$ cat config.mk
export PLATFORM = sky130hd
export DESIGN_NAME = uart_boot_loader
export DESIGN_NICKNAME = d
export VERILOG_FILES = /design/src/rtl/uart_boot_loader.sv
export SDC_FILE = /design/constraint.sdc
export NUM_CORES = 1
export LEC_CHECK = 0
export ABC_AREA = 1
export BUFFER_PORTS_ARGS = -buffer_cell sky130_fd_sc_hd__buf_2
export CORE_UTILIZATION = 39
export DETAILED_ROUTE_END_ITERATION = 12
export SLEW_MARGIN = 20
export SYNTH_ARGS = -nofsm -noshare
export SYNTH_HDL_FRONTEND = slang
export SYNTH_SLANG_ARGS = --single-unit
$ cat constraint.sdc
create_clock -name clk_i -period 2.4 [get_ports clk_i]
set_input_delay 0.48 -clock clk_i [delete_from_list [all_inputs] [get_ports clk_i]]
set_output_delay 0.48 -clock clk_i [all_outputs]
set_load 0.01 [all_outputs]
$ cat src/rtl/uart_boot_loader.sv
// Purpose: receive a program over UART and write it word-by-word into instruction memory while holding the core in reset.
// Latency: the write strobe comes 1 cycle after the 4th byte of a word; hold/done change 1 cycle after the last strobe.
// Backpressure: none; memory accepts a word every cycle, and words arrive at most once per 40 bit-times.
module uart_boot_loader #(
  parameter int CLKS_PER_BIT = 868,
  parameter int ADDR_W       = 10,
  parameter int MAX_WORDS    = 1024
) (
  input  logic              clk_i,
  input  logic              reset_i,
  input  logic              rx_i,
  output logic              imem_we_o,
  output logic [ADDR_W-1:0] imem_addr_o,
  output logic [31:0]       imem_data_o,
  output logic              cpu_hold_o,
  output logic              load_done_o,
  output logic              frame_err_o
);

  localparam int CNT_W = $clog2(CLKS_PER_BIT + 1);
  localparam logic [CNT_W-1:0] BIT_LAST  = CNT_W'(CLKS_PER_BIT - 1);
  localparam logic [CNT_W-1:0] HALF_LAST = CNT_W'(CLKS_PER_BIT / 2 - 1);
  localparam logic [16:0]      MAX_N     = 17'(MAX_WORDS);

  typedef enum logic [1:0] {RX_IDLE, RX_START, RX_DATA, RX_STOP} rx_state_t;
  typedef enum logic [2:0] {LD_LEN_LO, LD_LEN_HI, LD_DATA, LD_DONE, LD_ERR} ld_state_t;

  // ---------------- receiver ----------------
  logic             rx_meta_q, rx_sync_q, rx_prev_q;
  rx_state_t        rx_state_q, rx_state_d;
  logic [CNT_W-1:0] cnt_q, cnt_d;
  logic [2:0]       bit_q, bit_d;
  logic [7:0]       shift_q, shift_d;
  logic             byte_vld_q, byte_vld_d;
  logic             stop_err;

  // Two-flop synchronizer plus one delayed copy for falling-edge detection; idle line is high.
  always_ff @(posedge clk_i or negedge reset_i) begin
    if (!reset_i) begin
      rx_meta_q <= 1'b1;
      rx_sync_q <= 1'b1;
      rx_prev_q <= 1'b1;
    end else begin
      rx_meta_q <= rx_i;
      rx_sync_q <= rx_meta_q;
      rx_prev_q <= rx_sync_q;
    end
  end

  // Receiver state register and datapath.
  always_ff @(posedge clk_i or negedge reset_i) begin
    if (!reset_i) begin
      rx_state_q <= RX_IDLE;
      cnt_q      <= '0;
      bit_q      <= '0;
      shift_q    <= '0;
      byte_vld_q <= 1'b0;
    end else begin
      rx_state_q <= rx_state_d;
      cnt_q      <= cnt_d;
      bit_q      <= bit_d;
      shift_q    <= shift_d;
      byte_vld_q <= byte_vld_d;
    end
  end

  // Receiver next state: mid-start check rejects glitches, then 8 LSB-first samples and a stop check.
  always_comb begin
    rx_state_d = rx_state_q;
    cnt_d      = cnt_q + CNT_W'(1);
    bit_d      = bit_q;
    shift_d    = shift_q;
    byte_vld_d = 1'b0;
    stop_err   = 1'b0;
    unique case (rx_state_q)
      RX_IDLE: begin
        cnt_d = '0;
        bit_d = '0;
        if (rx_prev_q && !rx_sync_q) begin
          rx_state_d = RX_START;
        end
      end
      RX_START: begin
        if (cnt_q == HALF_LAST) begin
          cnt_d      = '0;
          rx_state_d = rx_sync_q ? RX_IDLE : RX_DATA;
        end
      end
      RX_DATA: begin
        if (cnt_q == BIT_LAST) begin
          cnt_d   = '0;
          shift_d = {rx_sync_q, shift_q[7:1]};
          if (bit_q == 3'd7) begin
            bit_d      = '0;
            rx_state_d = RX_STOP;
          end else begin
            bit_d = bit_q + 3'd1;
          end
        end
      end
      RX_STOP: begin
        if (cnt_q == BIT_LAST) begin
          cnt_d      = '0;
          rx_state_d = RX_IDLE;
          if (rx_sync_q) begin
            byte_vld_d = 1'b1;
          end else begin
            stop_err = 1'b1;
          end
        end
      end
      default: rx_state_d = RX_IDLE;
    endcase
  end

  // ---------------- loader ----------------
  ld_state_t   ld_state_q, ld_state_d;
  logic [15:0] len_q;
  logic [15:0] widx_q;
  logic [1:0]  lane_q;
  logic [23:0] buf_q;
  logic        store_lo, store_hi, lane_store, wr_fire, enter_err;
  logic [15:0] n_word;
  logic        we_q;
  logic [ADDR_W-1:0] addr_q;
  logic [31:0] data_q;
  logic        done_q;
  logic        err_q;

  assign n_word = {shift_q, len_q[7:0]};

  // Loader state register.
  always_ff @(posedge clk_i or negedge reset_i) begin
    if (!reset_i) begin
      ld_state_q <= LD_LEN_LO;
    end else begin
      ld_state_q <= ld_state_d;
    end
  end

  // Loader next state: count bytes, then gather 4 bytes per word; DONE and ERR are terminal.
  always_comb begin
    ld_state_d = ld_state_q;
    store_lo   = 1'b0;
    store_hi   = 1'b0;
    lane_store = 1'b0;
    wr_fire    = 1'b0;
    enter_err  = 1'b0;
    unique case (ld_state_q)
      LD_LEN_LO: begin
        if (byte_vld_q) begin
          store_lo   = 1'b1;
          ld_state_d = LD_LEN_HI;
        end
      end
      LD_LEN_HI: begin
        if (byte_vld_q) begin
          store_hi = 1'b1;
          if (n_word == 16'd0) begin
            ld_state_d = LD_DONE;
          end else if ({1'b0, n_word} > MAX_N) begin
            enter_err  = 1'b1;
            ld_state_d = LD_ERR;
          end else begin
            ld_state_d = LD_DATA;
          end
        end
      end
      LD_DATA: begin
        if (byte_vld_q) begin
          if (lane_q == 2'd3) begin
            wr_fire = 1'b1;
            if (widx_q + 16'd1 == len_q) begin
              ld_state_d = LD_DONE;
            end
          end else begin
            lane_store = 1'b1;
          end
        end
      end
      LD_DONE: ld_state_d = LD_DONE;
      LD_ERR:  ld_state_d = LD_ERR;
      default: ld_state_d = LD_LEN_LO;
    endcase
  end

  // Loader datapath: count, byte lanes, word index and the registered memory write port.
  always_ff @(posedge clk_i or negedge reset_i) begin
    if (!reset_i) begin
      len_q  <= '0;
      widx_q <= '0;
      lane_q <= '0;
      buf_q  <= '0;
      we_q   <= 1'b0;
      addr_q <= '0;
      data_q <= '0;
    end else begin
      we_q <= wr_fire;
      if (store_lo) begin
        len_q[7:0] <= shift_q;
      end
      if (store_hi) begin
        len_q[15:8] <= shift_q;
      end
      if (lane_store) begin
        buf_q  <= {shift_q, buf_q[23:8]};
        lane_q <= lane_q + 2'd1;
      end
      if (wr_fire) begin
        lane_q <= '0;
        data_q <= {shift_q, buf_q};
        addr_q <= widx_q[ADDR_W-1:0];
        widx_q <= widx_q + 16'd1;
      end
    end
  end

  // Status flags: release follows DONE by one cycle so it trails the last strobe; errors are sticky.
  always_ff @(posedge clk_i or negedge reset_i) begin
    if (!reset_i) begin
      done_q <= 1'b0;
      err_q  <= 1'b0;
    end else begin
      done_q <= (ld_state_q == LD_DONE);
      err_q  <= err_q | stop_err | enter_err;
    end
  end

  assign imem_we_o   = we_q;
  assign imem_addr_o = addr_q;
  assign imem_data_o = data_q;
  assign cpu_hold_o  = ~done_q;
  assign load_done_o = done_q;
  assign frame_err_o = err_q;

endmodule

; Yosys cells after proc, flatten, opt, wreduce, memory -nomap -nowiden
; Index checks and enable logic that the tools add are counted.
[classes]
magnitude_cmp = 1
n_bitwise = 3
addsub = 4
reduce_logical = 12
eq_ne = 22
muxes = 42
n_shift = 0
multipliers = 0
div = 0
[ops]
columns = cell, n
row1 = $pmux W10 S3, 1
row2 = $mux W3, 9
row3 = $mux W10, 2
row4 = $ne A2 B2 Y1 const B, 10
row5 = $mux W1, 19
row6 = $add A16 B1 Y16 const B, 1
row7 = $eq A16 B16 Y1, 1
row8 = $gt A16 B11 Y1 const B, 1
row9 = $logic_not A16 Y1, 1
row10 = $mux W2, 8
row11 = $pmux W3 S5, 1
row12 = $add A10 B1 Y10 const B, 1
row13 = $eq A10 B10 Y1 const B, 1
row14 = $eq A10 B9 Y1 const B, 1
row15 = $reduce_and A5 Y1, 2
row16 = $pmux W2 S4, 1
row17 = $eq A2 B2 Y1 const B, 3
row18 = $eq A3 B2 Y1 const B, 2
row19 = $eq A3 B3 Y1 const B, 2
row20 = $pmux W3 S2, 1
row21 = $reduce_and A2 Y1, 2
row22 = $reduce_bool A2 Y1, 2
row23 = $add A3 B1 Y3 const B, 1
row24 = $eq A3 B1 Y1 const B, 1
row25 = 9 further kinds, 10
[totals]
ff_bits = 133
rom_bits = 0
latch_bits = 0
ram_bits = 0
out_inout_bits = 46
input_bits = 3
memories = 0

; Longest topological paths before layout
; Gate-level depths: netlist (run 1).
[logic_depth]
word_depth = 6
mapped_depth = 15
depth_no_buf = 15

; Worst setup path after synthesis (run 1)
; OpenSTA, ideal clock, no wires.
[synth_path]
kind = register to register
start = register widx_q[0]
end = register ld_state_q[1]
path_slack_ns = 0.698
arrival_ns = 1.586
synth_period_minus_slack_ns = 1.702
setup_ns = 0.117
path_buffers = 0
path_stages_with_launch = 16
path_cell_list = dfrtp_1 -> ha_1 -> nand2_1 -> nor2_4 -> nand2_1 -> nand2_1 -> nand2_1 -> nand2_1 -> nor2_1 -> nand3_1 -> nor2_1 -> nand3_2 -> nand2_2 -> nand2_1 -> nand2_1 -> nand2_1
[synth_via]
elab_chain_len = 4
[synth_lines]
columns = element, line
row1 = "start, declared", 119  ; logic [15:0] widx_q;
row2 = "start signal, assigned", 213  ; widx_q <= widx_q + 16'd1;
row3 = $add A16 B1 Y16, 173  ; if (widx_q + 16'd1 == len_q) begin
row4 = $eq A16 B16 Y1, 173
row5 = $ne A2 B2 Y1 (no source line), -
row6 = $reduce_and A5 Y1 (no source line), -
row7 = "end signal, assigned", 137  ; ld_state_q <= ld_state_d;
row8 = "end, declared", 117  ; ld_state_t ld_state_q, ld_state_d;
; Every way passes these cells.
; A chain may end at the register's enable or synchronous reset.

; Worst setup path in the final report (run 1)
; Same ends and word-level chain as after synthesis.

==> impl_metrics.py, run 1 <==
metrics = {
    "floorplanning": {
        "core_mm2": 0.0147,
        "fp.dieArea_mm2": 0.0158,
        "die_x_um": 126,
        "io_pins": 49,
        "num_rows": 44,
        "fp.dieH_um": 126,
        "initial_utilization_pct": 40.5,
    },
    "clock_network": {
        "cts.reportedPaths.clkPinSlew_ps": 60,
        "cts_buffer_depth": 2,
        "ctsResizeCount": 0,
        "cts_made_buffers": 17,
        "clock_latency_ps": 420,
        "cts.htree.levels": 4,
        "cts_setup_buffers": 0,
        "ctsHoldBuffers": 0,
        "cts.sinks": 133,
        "cts-root-buf": "clkbuf_16",
        "tritoncts": "built",
    },
    "final_layout": {
        "antenna_cells": 0,
        "area_growth_pct": 18.1,
        "final_cells": 956,
        "drive_above_1_share_pct": 14.8,
        "num-nets-final": 768,
    },
    "logic_synthesis": {
        "seq_area_frac_synth_pct": 55.9,
        "synth_common_cells": "218 x nand2_1, 130 x dfrtp_1, 103 x o21ai_0",
        "yosysTopAreaCellShare_pct": 54.6,
        "ys_async_sr_fraction_pct": 100,
        "synth_edf_count": 0,
        "synth_nets": 713,
        "yosysWarnings": 0,
        "synth_area_mm2": 0.00596,
        "dominantRegCellSynth": "dfrtp_1",
        "yosys.cell_types.count": 32,
        "yosysTopAreaCell": "dfrtp_1",
        "avgSynthCellArea_um2": 8.46,
        "yosys_register_bits": 133,
        "ys_top_cells_by_area": "dfrtp_1 55%, nand2_1 14%, o21ai_0 8.7%, inv_1 5.1%, nand3_1 3.4%",
        "netlist_instances": 704,
        "yosysMostFrequentCell": "nand2_1",
    },
    "power": {
        "p_per_area_mw_per_mm2": 752,
        "ir_drop_mv": 0.473,
        "leakage_nw": 3.45,
    },
    "timing": {
        "fmax_mhz": 474,
        "fin_setup_tns_ps": 0,
        "period_needed_ps": 2110,
        "finalSetupViolCount": 0,
        "relSlewSlack_pct": 57.9,
        "skew_ps": 5.81,
        "worstMarginPinSlew_ps": 630,
        "rsz0062_at_grt": "no",
        "finalCritPeriodShare_pct": 87.9,
        "hold_viol": 0,
        "maxSlewViolCount": 0,
    },
    "critical_path": {
        "cp_data_arrival_time_ps": 2420,
        "start_kind": "register",
        "crit_path_max_fanout": 5,
        "cp-end-kind": "register",
        "path_class": "register to register",
        "rr_endpoint": "ld_state_q[1]",
        "reg2reg_depth": 14,
        "timing.rr.start": "widx_q[0]",
        "worst-endpoint-required_ps": 2710,
        "reg2reg_slack_ps": 290,
    },
    "drt": {
        "vias": 4715,
        "postRouteAntennaNets": 0,
        "wl_per_cell_um": 13.6,
        "remaining_drc_errors": 5,
        "totalWireLength_um": 13000,
        "drt_pass1_iterations": 9,
        "drt-initial-drc-count": 342,
        "vias_per_cell": 4.93,
    },
    "global_route": {
        "grt_overflow_total": 0,
        "grt_start_max_net_pins": 53,
        "grt_pass1_wl_um": 22300,
        "first_global_vias": 4721,
        "track_usage_pct": 18.1,
        "antenna_found_initial": 0,
    },
    "run_status": {
        "violations": "DRC",
        "status": "finished with violations",
    },
    "min_path": {
        "holdCritPathClass": "primary input to asynchronous set/reset pin",
    },
    "placement": {
        "dp_hpwl_um": 9080,
        "place_congestion": 0.849,
        "dp_cells": 924,
        "portBuffers": 48,
    },
    "run": {
        "cap_violations": 0,
    },
}
==> sequential cells by signal, summed over array words and instances (netlist names), 3 cells and up, named ones only <==
signal       count
cnt_q           10
shift_q          8
widx_q          16
buf_q           24
imem_addr_o     10
len_q           16
ld_state_q       3
bit_q            3
imem_data_o     32
==> critical path, stage by stage (launching register included) <==
cell	delay, ps
dfrtp_1	470
ha_1	250
nand3_1	170
nor2_2	210
nand3_1	120
nand2_1	90
nand3_1	60
nand2_1	60
nand2_1	70
nor2_2	90
nand3_2	110
nand2_2	100
nand2_1	60
nand2_1	70
nand2_1	50
==> layout make-up <==
cell class	count	area, um^2
clock buffers	18	439
flip-flops and latches	133	3330
repair buffers	55	312
fillers	1422	7660
well taps	184	230
clock inverters	14	175
inverters	83	312
multi-input cells	469	2240
==> power breakdown <==
group	switching (mW)	leakage (nW)	internal (mW)
Sequential	0.0444	1.84	2.29
Clock	1.01	0.305	1.67
Combinational	0.200	1.31	0.0812
Total	1.25	3.45	4.04
==> layer usage <==
layer  wire, um  global-route usage (%)  share of wire (%)
met5          0                       0                  0
met2       6100                    28.7                 47
met3        519                    5.39                4.0
met4        261                    7.53                2.0
met1       6150                    23.0                 47
==> cells by family (layout without fill, tap and decap cells) <==
| logic type | after synthesis | count (layout) | synth area share (%) |
|---|---|---|---|
| buf+inv | 102 | 170 | 6.51 |
| xor+xnor | 3 | 3 | 0.441 |
| compound gates | 122 | 122 | 10.7 |
| mux | 1 | 1 | 0.189 |
| flops | 133 | 133 | 55.9 |
| simple gates | 337 | 337 | 25.0 |
| fa+ha+maj | 6 | 6 | 1.26 |
==> how the worst max path moves through the flow <==
stage,startpoint,end,slack (ps),depth (start not counted)
6_report,widx_q[0],ld_state_q[1],290,14
2_1_floorplan,widx_q[0],ld_state_q[1],700,15
3_5_place_dp,widx_q[0],ld_state_q[1],320,14
3_3_place_gp,widx_q[0],ld_state_q[1],370,13
5_1_grt,widx_q[0],ld_state_q[1],90,14
4_1_cts,widx_q[0],ld_state_q[1],300,14
==> cell usage in the layout (no fill, tap or decap), types with 2 or more instances in the layout <==
cell,n
o21ai_1,3
nor2_8,2
a21oi_1,8
inv_1,81
nor2_2,6
clkbuf_16,17
nor3_1,5
o211ai_1,2
inv_6,3
nor2_1,35
nor4_1,5
nand3_2,3
dfrtp_1,130
buf_2,47
ha_1,6
o21ai_0,103
nand2_4,2
clkinv_2,3
nand4_1,13
nand2_2,3
inv_2,2
buf_4,6
nand3_1,41
dfstp_2,3
xor2_1,3
bufinv_16,3
nand2_1,218
clkinv_4,5
nor2_4,4
==> through the flow <==
stage               area [um^2]  power (mW)  hold WS, ps  utilization [%]  setup slack, ps
finish                     7040        5.29         17.3             47.9              290
global route               7040        5.50         41.8             47.9             87.3
CTS                        7040        5.35         24.1             47.9              299
detailed placement         6420        2.65          349             43.7              323
global placement           6420        2.64          348             43.7              366
floorplan                  5960        2.54          184                -              698
No activity file was read; power rests on OpenSTA's default activity.
==> run 2: changes to the inputs <==
--- a/config.mk
+++ b/config.mk
@@ -9,6 +9,7 @@
 export BUFFER_PORTS_ARGS = -buffer_cell sky130_fd_sc_hd__buf_2
 export CORE_UTILIZATION = 39
 export DETAILED_ROUTE_END_ITERATION = 12
+export GPL_TIMING_DRIVEN = 1
 export SLEW_MARGIN = 20
 export SYNTH_ARGS = -nofsm -noshare
 export SYNTH_HDL_FRONTEND = slang
==> constraint.sdc (replaced) <==
create_clock -name clk_i -period 2.4 [get_ports clk_i]
set_input_delay 0.24 -clock clk_i [delete_from_list [all_inputs] [get_ports clk_i]]
set_output_delay 0.24 -clock clk_i [all_outputs]
set_load 0.01 [all_outputs]
==> run 2 against run 1 <==
The run still ends with DRC left. Non-clock buffer count increased by 2. Largest cell class unchanged. Global-route usage decreased by 0.41 points. Largest power group unchanged. Die area unchanged.
==> impl_metrics.py, run 2 (synthesized netlist as in run 1, its figures left out) <==
metrics = {
    "floorplanning": {
        "die_x_um": 126,
        "fp.dieArea_mm2": 0.0158,
        "num_rows": 44,
        "io_pins": 49,
        "core_mm2": 0.0147,
        "fp.dieH_um": 126,
        "initial_utilization_pct": 40.5,
    },
    "power": {
        "ir_drop_mv": 0.556,
        "power.internal_mw": 3.80,
        "swShare_pct": 24.9,
        "power_mw": 5.06,
        "pwr-share-clk_pct": 48.4,
        "switchingPower_mw": 1.26,
        "power.share.sequential_pct": 46.1,
        "p_per_area_mw_per_mm2": 723,
        "leakage_nw": 3.42,
        "pwr-share-comb_pct": 5.5,
    },
    "critical_path": {
        "path_class": "register to register",
        "crit_family": "simple AND/OR/NAND/NOR gates",
        "cp_data_arrival_time_ps": 2400,
        "cpMaxStageDelayCell": "dfrtp_1",
        "reg2reg_slack_ps": 300,
        "path_cells": "ha_1 -> nand3_1 -> nor2_2 -> nand3_1 -> nand2_1 -> nand3_1 -> nand2_1 -> nand2_1 -> nor2_2 -> nand3_2 -> nand2_2 -> nand2_1 -> nand2_1 -> nand2_1",
        "start_kind": "register",
        "crit_top_cell": "nand2_1",
        "cp-end-kind": "register",
        "crit_path_max_fanout": 5,
        "worst-endpoint-required_ps": 2700,
        "crit_buf_inv": 0,
        "crit_path_max_incr_delay_ps": 460,
    },
    "drt": {
        "vias_per_cell": 4.93,
        "wl_per_cell_um": 13.4,
        "remaining_drc_errors": 5,
        "drt_pass1_iterations": 9,
        "vias": 4720,
        "drt-initial-drc-count": 346,
        "postRouteAntennaNets": 0,
        "totalWireLength_um": 12900,
    },
    "timing": {
        "finalSetupViolCount": 0,
        "fin_setup_tns_ps": 0,
        "skew_ps": 9.91,
        "hold_viol": 0,
        "whs_ps": 290,
        "maxSlewViolCount": 0,
        "rsz0062_at_grt": "no",
        "finalCritPeriodShare_pct": 87.4,
        "worstMarginPinSlew_ps": 617,
        "fmax_mhz": 477,
        "relSlewSlack_pct": 58.8,
        "fin_ws_ps": 303,
        "period_needed_ps": 2100,
    },
    "min_path": {
        "holdCritPathClass": "primary input to asynchronous set/reset pin",
    },
    "placement": {
        "dp_hpwl_um": 9060,
        "place_congestion": 0.874,
        "dp_cells": 924,
        "pre_cts_ws_ps": 318,
        "portBuffers": 48,
    },
    "final_layout": {
        "layout_common_cells": "218 x nand2_1, 130 x dfrtp_1, 103 x o21ai_0",
        "final_common_cell": "nand2_1",
        "drive_above_1_share_pct": 14.6,
        "largest_reg_flops": 32,
        "area_growth_pct": 17.5,
        "final_cells": 958,
        "num-nets-final": 770,
        "antenna_cells": 0,
    },
    "clock_network": {
        "cts.htree.levels": 4,
        "cts.reportedPaths.clkPinSlew_ps": 60,
        "cts-root-buf": "clkbuf_16",
        "cts_setup_buffers": 0,
        "clock_latency_ps": 420,
        "cts.sinks": 133,
        "cts_made_buffers": 17,
        "cts_buffer_depth": 2,
        "tritoncts": "built",
    },
    "run": {
        "cap_violations": 0,
    },
    "run_status": {
        "violations": "DRC",
        "status": "finished with violations",
    },
    "global_route": {
        "antenna_found_initial": 0,
        "first_global_vias": 4515,
        "grt_start_max_net_pins": 58,
        "track_usage_pct": 17.7,
        "grt_overflow_total": 0,
        "grt_pass1_wl_um": 21800,
    },
}
[run 2: stage by stage]
| step | area [um^2] | util [%] |
|---|---|---|
| floorplan | 5960 | - |
| global placement | 6420 | 43.7 |
| detailed placement | 6420 | 43.7 |
| CTS | 7000 | 47.6 |
| global route | 7000 | 47.6 |
| finish | 7000 | 47.6 |
[run 2: repair_timing]
item	in CTS	in global routing
hold endpoints to repair	37	0
gates resized for setup	0	0
hold buffers	2	0
[run 2: path summary, 6_finish.rpt]
| path | start | to | cells after the start |
|---|---|---|---|
| hold reg to reg | rx_meta_q | rx_sync_q | 0 |
| setup / recovery | widx_q[0] | ld_state_q[1] | 14 |
| hold / removal | reset_i | imem_addr_o[8] | 2 |
| min in group clk_i | rx_meta_q | rx_sync_q | 0 |
| max in group asynchronous | reset_i | buf_q[5] | 3 |
| setup reg to reg | widx_q[0] | ld_state_q[1] | 14 |
[run 2: worst reg2reg max path: stages (launching register included)]
cell     delay [ps]
dfrtp_1         460
ha_1            230
nand3_1         170
nor2_2          210
nand3_1         120
nand2_1          80
nand3_1          70
nand2_1          80
nand2_1          80
nor2_2          110
nand3_2         110
nand2_2         100
nand2_1          60
nand2_1          70
nand2_1          50
[run 2: cell type report]
class / count / area, um^2
fill: 1424 / 7700
sequential: 133 / 3330
multi-input combinational: 469 / 2240
clock buffer: 18 / 429
timing repair buffer: 57 / 332
inverter: 83 / 312
tap: 184 / 230
clock inverter: 14 / 129
[run 2: power by group through the flow]
stage | Combinational (mW) | Clock [mW] | Sequential (mW)
after floorplan | 0.180 | 0 | 2.36
final | 0.280 | 2.45 | 2.33
after detailed placement | 0.279 | 0 | 2.37
after global routing | 0.335 | 2.60 | 2.34
after global placement | 0.270 | 0 | 2.36
after CTS | 0.286 | 2.52 | 2.33
[run 2: per-layer routing]
metal  GRT usage [%]  vias up  share of wire [%]
met5               0        -                  0
met4            7.10        0                1.7
met3            4.36       18                4.4
met2            27.3      104                 45
met1            23.8     2217                 48
li1                -     2381                  -
==> run 3: changes to the inputs <==
--- a/config.mk
+++ b/config.mk
@@ -7,6 +7,7 @@
 export LEC_CHECK = 0
 export ABC_AREA = 1
 export BUFFER_PORTS_ARGS = -buffer_cell sky130_fd_sc_hd__buf_2
+export CORE_MARGIN = 5
 export CORE_UTILIZATION = 39
 export DETAILED_ROUTE_END_ITERATION = 12
 export GPL_TIMING_DRIVEN = 1
==> constraint.sdc (replaced) <==
create_clock -name clk_i -period 2.1 [get_ports clk_i]
set_input_delay 0.21 -clock clk_i [delete_from_list [all_inputs] [get_ports clk_i]]
set_output_delay 0.21 -clock clk_i [all_outputs]
set_load 0.01 [all_outputs]
==> run 3 against run 2 <==
The flow now finishes without violations. Register-to-register slack lost 90 ps. Wire length grew 3.2%. Cell count grew 0.84%. Power grew 19%. Flip-flop and latch count is the same. Count of clock-buffer cells in the layout is the same. Critical path depth is the same. First-iteration DRC count shrank 4.3%. Sequential share of layout area shrank 0.55 points. Maximum frequency grew 11%. Via count shrank 0.21%. Largest cell class unchanged. Highest routed layer unchanged.
==> impl_metrics.py, run 3 (synthesized netlist as in run 1, its figures left out) <==
metrics = {
    "critical_path": {
        "path_cells": "ha_1 -> nand3_1 -> nor2_2 -> nand3_1 -> nand2_1 -> nand3_1 -> nand2_1 -> nand2_1 -> nor2_2 -> nand3_2 -> nand2_2 -> nand2_1 -> nand2_1 -> nand2_1",
        "rr_endpoint": "ld_state_q[1]",
        "path_class": "register to register",
        "crit_top_cell": "nand2_1",
        "cp-end-kind": "register",
        "cpMaxStageDelayCell": "dfrtp_2",
        "crit_buf_inv": 0,
        "start_kind": "register",
        "worst-endpoint-required_ps": 2410,
        "crit_family": "simple AND/OR/NAND/NOR gates",
        "crit_path_max_fanout": 5,
        "crit_path_max_incr_delay_ps": 420,
        "cp_data_arrival_time_ps": 2200,
        "reg2reg_slack_ps": 210,
        "reg2reg_depth": 14,
        "timing.rr.start": "widx_q[0]",
    },
    "placement": {
        "placed_area_mm2": 0.00646,
        "dp_hpwl_um": 9460,
        "pre_cts_ws_ps": 183,
        "portBuffers": 48,
        "dp_cells": 932,
        "place_congestion": 0.840,
    },
    "global_route": {
        "grt_overflow_total": 0,
        "grt_start_max_net_pins": 66,
        "first_global_vias": 4560,
        "track_usage_pct": 15.8,
        "antenna_found_initial": 0,
        "grt_pass1_wl_um": 22400,
    },
    "power": {
        "p_per_area_mw_per_mm2": 848,
        "ir_drop_mv": 0.477,
        "power_mw": 6.01,
        "leakage_nw": 3.46,
    },
    "final_layout": {
        "area_growth_pct": 18.9,
        "finish.utilization_pct": 47.0,
        "num-nets-final": 774,
        "final_common_cell": "nand2_1",
        "layout_common_cells": "218 x nand2_1, 129 x dfrtp_1, 103 x o21ai_0",
        "drive_above_1_share_pct": 15.3,
        "antenna_cells": 0,
        "final_cells": 966,
        "largest_reg_flops": 32,
        "final_area_mm2": 0.00709,
    },
    "run_status": {
        "status": "complete, no violations",
    },
    "clock_network": {
        "cts_setup_buffers": 0,
        "cts_buffer_depth": 2,
        "cts_made_buffers": 17,
        "cts-root-buf": "clkbuf_16",
        "cts.sinks": 133,
        "cts.reportedPaths.clkPinSlew_ps": 60,
        "tritoncts": "built",
        "cts.htree.levels": 4,
        "clock_latency_ps": 420,
    },
    "run": {
        "cap_violations": 0,
    },
    "floorplanning": {
        "initial_utilization_pct": 39.5,
        "num_rows": 45,
        "io_pins": 49,
        "core_mm2": 0.0151,
        "die_x_um": 134,
        "fp.dieArea_mm2": 0.0178,
        "fp.dieH_um": 134,
    },
    "timing": {
        "worstMarginPinSlew_ps": 584,
        "fmax_mhz": 530,
        "maxSlewViolCount": 0,
        "fin_setup_tns_ps": 0,
        "skew_ps": 5.83,
        "fin_ws_ps": 213,
        "relSlewSlack_pct": 61.1,
        "hold_viol": 0,
        "rsz0062_at_grt": "no",
        "whs_ps": 301,
        "period_needed_ps": 1890,
        "finalCritPeriodShare_pct": 89.8,
        "finalSetupViolCount": 0,
    },
    "drt": {
        "wl_per_cell_um": 13.8,
        "vias_per_cell": 4.88,
        "postRouteAntennaNets": 0,
        "totalWireLength_um": 13300,
        "drt-initial-drc-count": 331,
        "remaining_drc_errors": 0,
        "drt_pass1_iterations": 5,
        "vias": 4710,
    },
    "min_path": {
        "holdCritPathClass": "primary input to asynchronous set/reset pin",
    },
}
## run 3: cell types whose count changed in the layout (fill, tap and decap cells not counted)
cell,delta
buf_4,+4
clkinv_2,-1
nor2_1,-1
clkinv_4,-1
dfrtp_2,+1
dfrtp_1,-1
nor2_2,+1
bufinv_16,+2
## run 3: area by class of cell
type / count / area (um^2)
fill: 1448 / 8000
sequential: 133 / 3330
tap: 188 / 235
clock buffer: 18 / 429
inverter: 83 / 312
timing repair buffer: 61 / 362
multi-input combinational: 469 / 2240
clock inverter: 14 / 175
## run 3: timing repair
action | 4_1_cts | 5_1_grt
setup endpoints to repair | 0 | 1
resized for setup | 0 | 2
hold buffers | 2 | 0
endpoints found under the hold margin | 48 | 0
## run 3: worst max path at each step
stage	to	cells after the start	start	slack, ps
6_report	ld_state_q[1]	14	widx_q[0]	210
4_1_cts	ld_state_q[1]	14	widx_q[0]	170
3_3_place_gp	ld_state_q[1]	14	widx_q[0]	240
3_5_place_dp	ld_state_q[1]	14	widx_q[0]	180
5_1_grt	ld_state_q[1]	13	widx_q[0]	20
2_1_floorplan	ld_state_q[1]	15	widx_q[0]	400
## run 3: layer usage
metal / up-vias / global-route usage [%] / wire length, um
met2: 101 / 25.7 / 6490
met4: 0 / 6.46 / 216
met3: 18 / 4.08 / 579
met5: - / 0 / 0
met1: 2195 / 20.1 / 6010
li1: 2396 / - / -
## run 3: report_power, final
group	internal, mW	switching, mW
combinational	0.0962	0.234
sequential	2.61	0.0480
clock	1.88	1.14
total	4.59	1.42
